===== src/rtl/rom_arb_pkg.sv =====
// Shared types and constants for the two-port ROM arbiter.
package rom_arb_pkg;

  // Requesting ports; also used to record which port was granted last.
  typedef enum logic {
    PORT_I = 1'b0,
    PORT_D = 1'b1
  } port_e;

  localparam int CNT_W         = 16;
  localparam int DEFAULT_WIDTH = 32;
  localparam int DEFAULT_DEPTH = 2480;

  localparam logic [CNT_W-1:0] CNT_MAX = '1;

endpackage : rom_arb_pkg


===== src/rtl/rom_arb_port_rsp.sv =====
// Per-port response register: captures the ROM word on a grant, presents it
// for exactly one cycle, and keeps a saturating count of grants.
module rom_arb_port_rsp
  import rom_arb_pkg::*;
#(
  parameter int WIDTH = DEFAULT_WIDTH
) (
  input  logic             clock,
  input  logic             reset,
  input  logic             gnt,
  input  logic             addr_err,
  input  logic [WIDTH-1:0] rom_rdata,
  output logic             rvalid,
  output logic             err,
  output logic [WIDTH-1:0] rdata,
  output logic [CNT_W-1:0] count
);

  logic [CNT_W-1:0] count_q;

  // One-cycle response pulse built from the grant seen at this edge.
  always_ff @(posedge clock) begin
    // NOTE: sequential state uses non-blocking assignments so every register
    // samples the pre-edge values of its inputs, independent of block order.
    if (reset) begin
      rvalid <= 1'b0;
      err    <= 1'b0;
      rdata  <= '0;
    end else begin
      rvalid <= gnt;
      err    <= gnt & addr_err;
      rdata  <= (gnt && !addr_err) ? rom_rdata : '0;
    end
  end

  // Grant counter that sticks at its maximum instead of wrapping.
  always_ff @(posedge clock) begin
    if (reset) begin
      count_q <= '0;
    end else if (gnt && (count_q != CNT_MAX)) begin
      count_q <= count_q + 1'b1;
    end
  end

  assign count = count_q;

endmodule : rom_arb_port_rsp


===== src/rtl/rom_arbiter.sv =====
// Round-robin arbiter sharing one asynchronous ROM between a fetch port (i_*)
// and a load port (d_*). Grants are combinational; responses arrive one
// cycle later from the per-port response registers.
module rom_arbiter
  import rom_arb_pkg::*;
#(
  parameter int WIDTH = DEFAULT_WIDTH,
  parameter int DEPTH = DEFAULT_DEPTH
) (
  input  logic             clock,
  input  logic             reset,

  input  logic             i_req,
  input  logic [WIDTH-1:0] i_addr,
  output logic             i_gnt,
  output logic             i_rvalid,
  output logic             i_err,
  output logic [WIDTH-1:0] i_rdata,

  input  logic             d_req,
  input  logic [WIDTH-1:0] d_addr,
  output logic             d_gnt,
  output logic             d_rvalid,
  output logic             d_err,
  output logic [WIDTH-1:0] d_rdata,

  output logic [WIDTH-1:0] rom_address,
  input  logic [WIDTH-1:0] rom_rdata,

  output logic [CNT_W-1:0] i_count,
  output logic [CNT_W-1:0] d_count
);

  // Word-index limit sized to the word-index field of an address.
  localparam logic [WIDTH-3:0] DEPTH_LIM = (WIDTH-2)'(DEPTH);

  port_e last_grant;
  logic  i_addr_err;
  logic  d_addr_err;

  // Misaligned or past-the-end word addresses complete with an error.
  assign i_addr_err = (i_addr[1:0] != 2'b00) || (i_addr[WIDTH-1:2] >= DEPTH_LIM);
  assign d_addr_err = (d_addr[1:0] != 2'b00) || (d_addr[WIDTH-1:2] >= DEPTH_LIM);

  // Pick at most one winner; on conflict the port not granted last wins.
  always_comb begin
    // NOTE: every output of this block is given a default first so no path
    // leaves it unassigned, which would otherwise infer a latch.
    i_gnt       = 1'b0;
    d_gnt       = 1'b0;
    rom_address = '0;
    if (!reset) begin
      if (i_req && (!d_req || (last_grant == PORT_D))) begin
        i_gnt       = 1'b1;
        rom_address = i_addr;
      end else if (d_req) begin
        d_gnt       = 1'b1;
        rom_address = d_addr;
      end
    end
  end

  // Remember the most recent winner; idle cycles leave it untouched.
  always_ff @(posedge clock) begin
    if (reset) begin
      last_grant <= PORT_D;
    end else if (i_gnt) begin
      last_grant <= PORT_I;
    end else if (d_gnt) begin
      last_grant <= PORT_D;
    end
  end

  rom_arb_port_rsp #(
    .WIDTH (WIDTH)
  ) u_i_rsp (
    .clock     (clock),
    .reset     (reset),
    .gnt       (i_gnt),
    .addr_err  (i_addr_err),
    .rom_rdata (rom_rdata),
    .rvalid    (i_rvalid),
    .err       (i_err),
    .rdata     (i_rdata),
    .count     (i_count)
  );

  rom_arb_port_rsp #(
    .WIDTH (WIDTH)
  ) u_d_rsp (
    .clock     (clock),
    .reset     (reset),
    .gnt       (d_gnt),
    .addr_err  (d_addr_err),
    .rom_rdata (rom_rdata),
    .rvalid    (d_rvalid),
    .err       (d_err),
    .rdata     (d_rdata),
    .count     (d_count)
  );

endmodule : rom_arbiter


===== config.mk =====
export PLATFORM = sky130hd
export DESIGN_NAME = rom_arbiter
export DESIGN_NICKNAME = d
export VERILOG_FILES = /design/src/rtl/rom_arb_pkg.sv /design/src/rtl/rom_arb_port_rsp.sv /design/src/rtl/rom_arbiter.sv
export SDC_FILE = /design/constraint.sdc
export NUM_CORES = 1
export LEC_CHECK = 0
export ABC_AREA = 1
export BUFFER_PORTS_ARGS = -buffer_cell sky130_fd_sc_hd__buf_2
export CORE_UTILIZATION = 41
export DETAILED_ROUTE_END_ITERATION = 8
export GPL_ROUTABILITY_DRIVEN = 1
export PLACE_DENSITY = 0.77
export SLEW_MARGIN = 20
export SYNTH_ARGS = -nofsm -noshare
export SYNTH_HDL_FRONTEND = slang
export SYNTH_SLANG_ARGS = --single-unit

===== constraint.sdc =====
create_clock -name clock -period 1.4 [get_ports clock]
set_input_delay 0.14 -clock clock [delete_from_list [all_inputs] [get_ports clock]]
set_output_delay 0.14 -clock clock [all_outputs]
set_load 0.005 [all_outputs]

==> metrics <==
status=finished with violations; failing checks=setup timing; Synth warnings=0; Filler cells=around 860; Final setup violation count=between 50 and 60; Yosys top cell area share=0.461; gr ovfl total=0; RD Place Congestion=just over 0.9; routed wire length=about 16 mm; Root Buffer=clkbuf_8; Mapped Nets=roughly 700; vias per cell=~4.9; NumNets Final=1,018; R2R Setup Slk=-80 ps; 1st-pass router iterations=6; adder-cell area share of the yosys netlist=0.00570; Via Count=~5.2k; main combinational cell family by area after synthesis=simple AND/OR/NAND/NOR gates; combinational share of power=0.150; area share of xor/xnor cells in the synthesized design=0.0240; DR WL/cell=roughly 15 um; CP Capture Type=output port; Period minus WS final=1680 ps; Simple-Gate Fraction of Synth Area=0.286; Non-Filler Instances=1,058; DRT antenna net count=0; slowest cell on the critical path=dfxtp_2; std cell rows=37; hold crit path type=in2reg; crit-path cells=inv_2, nand2_4, nand2_4, nor2_8, inv_6, clkbuf_16, o22ai_1, buf_2; Setup CP Type=reg2out; sequential cell area=slightly above 0.002 mm^2; Sw Ratio=0.275; Synth area leaders=dfxtp_1 46%, nor2_1 10%, nand2_1 10%; CP peak stage delay=360 ps; Worst Skew=roughly 17 ps; Mapped Avg Cell Area=7.20 um^2; Yosys reg bits=101; area growth from synthesis to layout=60.2%; Slew headroom=0.811; CTS HTree Levels=3; Post-Synthesis Cells=~610; placed cell count=1,016; die area=roughly 0.011 mm^2; Final Hold Viols=0; global-route wire length before repair=about 22 mm; Clock Latency Late Sink=about 350 ps; Compound-Gate Fraction of Synth Area=0.110; share of cells above drive strength 1=0.464; RSZ-0062 raised after global routing=yes; Max Cap Viol=0; I/O pins=234; Net Switching=0.00150 W; fmax=slightly below 600 MHz; Initial DRC Count=about 340; Worst VDD drop=0.462 mV; die height=~110 um; dpl hpwl=10.7 mm; fin util=0.678; mux share of post-synthesis cell area=0; most used cell, CP=nand2_4; worst-margin pin slew=between 200 and 300 ps; worst-path maximum fanout=7; pwr dens=between 700 and 800 mW/mm^2; mapped cell area=0.00439 mm^2; Worst path top cell family by delay=buffers and inverters; critical path startpoint category=flip-flop; post-synth cell types=31; GRT Total Usage=0.253; die width=between 100 and 150 um; crit path DAT=roughly 1500 ps; Required @ worst endpoint=1260 ps; Final period util=1.20; buffers plus inverters on the worst setup path=4; Seq/Total Area, Yosys=0.461; initial antenna violation count=2; Seq pwr share=0.532; total CTS buffers=9; Num Clock Sinks=between 100 and 150; largest net degree at the start of global routing=33; hold_ws=15.9 ps; Max Buffers Root-to-Sink=2; port bufs=around 230; Worst-path clk slew=110 ps; Clk pwr share=0.318; Initial Util=0.423; cell accounting for the most synthesized area=dfxtp_1; multi-input logic area=0.00227 mm^2; Power Internal=0.00396 W; drt drc=0; Final WS setup=-276 ps; leakage=~3.7 nW; max-slew violation count=0; CORE AREA=0.0104 mm^2; vias in the first global route=between 4k and 5k; CTS tree=built
[what timing repair did]
| item | CTS | global route |
|---|---|---|
| resized for setup | 19 | 91 |
| setup buffers | 3 | 7 |
| hold buffers | 9 | 1 |
| pin swaps | 4 | 27 |
| setup endpoints to repair | 40 | 66 |
| gates cloned | 0 | 5 |
| endpoints found under the hold margin | 13 | 1 |
[Yosys cell counts]
cell        n
o211ai_1    1
o21ai_4     1
clkbuf_1    3
buf_1       1
nand4_1    14
ha_1        2
nand3_1    30
a21oi_1    19
nor3_1      4
nor2_2      1
a22o_1     11
nor2_4      2
nand2_2     5
nor2_8      1
nand3_2     2
clkinv_2    1
o21ai_0    10
buf_4       1
a21oi_2     8
a31oi_1     1
xor2_1      4
inv_1      99
o21ai_2     1
dfxtp_1   101
buf_2      13
buf_6       2
nor2_1    122
inv_2       3
xnor2_1     8
nand2_1   117
o22ai_1    21
[cell usage in the layout (no fill, tap or decap), drive strengths merged]
cell type,synthesis,layout
ha,2,2
clkinvlp,0,1
a22o,11,11
clkinv,1,5
nand4,14,14
o21ai,12,12
dlygate4sd3,0,10
buf,17,303
dfxtp,101,101
nor3,4,4
o22ai,21,21
o211ai,1,1
xor2,4,4
diode,0,1
nor2,126,126
xnor2,8,8
clkbuf,3,12
nand3,32,32
inv,102,103
a31oi,1,1
a21oi,27,27
nand2,122,123
[state kept, by name (all words and copies together), names as in the netlist, 16 cells and up]
register and count:
u_d_rsp.count 16, u_d_rsp.rdata 32, u_i_rsp.count 16, u_i_rsp.rdata 32
[worst min-delay path, stage by stage]
cell and delay, ps:
buf_2 80, inv_1 40, nor2_1 80
[cells by family after synthesis]
kind of cell | after synthesis
DFF | 101
xor gates and xnor gates | 12
adders and majority gates | 2
and+or+nand+nor | 298
buffers and inverters | 123
AOI/OAI and AO/OA | 73
[power groups by stage]
stage          Combinational, W  Sequential [W]  Clock [W]
2_1_floorplan          0.000272         0.00298          0
3_3_place_gp           0.000620         0.00297          0
3_5_place_dp           0.000626         0.00297          0
4_1_cts                0.000682         0.00291    0.00179
5_1_grt                0.000880         0.00291    0.00189
6_report               0.000821         0.00291    0.00174
[path summary, 6_finish.rpt]
check | startpoint | end | cells past startpoint
min reg2reg | last_grant$_SDFFE_PP1P_ | last_grant$_SDFFE_PP1P_ | 2
max reg2reg | last_grant$_SDFFE_PP1P_ | u_i_rsp.count[15]$_SDFFE_PP0P_ | 10
max | last_grant$_SDFFE_PP1P_ | rom_address[7] | 8
min | rom_rdata[31] | u_i_rsp.rdata[31]$_SDFF_PP0_ | 3
[area by class of cell]
class	instances	area share
Inverter	103	0.0568
Multi-Input combinational cell	386	0.322
Antenna cell	1	0.000356
Clock inverter	6	0.00837
Timing Repair Buffer	315	0.280
Sequential cell	101	0.290
Tap cell	136	0.0242
Clock buffer	10	0.0182
[per-layer routing]
layer	share of wire	GRT usage	wire length (um)	vias to the layer above
met5	0.00052	0	8	-
met4	0.032	0.103	503	2
met3	0.064	0.0476	990	45
met2	0.50	0.442	7770	246
met1	0.40	0.303	6250	2429
li1	-	-	-	2512
[stage by stage]
stage / total power [W] / instance area [um^2] / setup TNS, ps / worst slack (ps)
detailed placement: 0.00360 / 6140 / -9.85 / -7.69
global placement: 0.00359 / 6140 / 0 / 6.88
global route: 0.00568 / 7030 / -10250 / -325
floorplan: 0.00325 / 4420 / 0 / 7.61
CTS: 0.00537 / 6530 / -7060 / -238
finish: 0.00547 / 7030 / -6680 / -276
No activity file was read; power rests on OpenSTA's default activity.
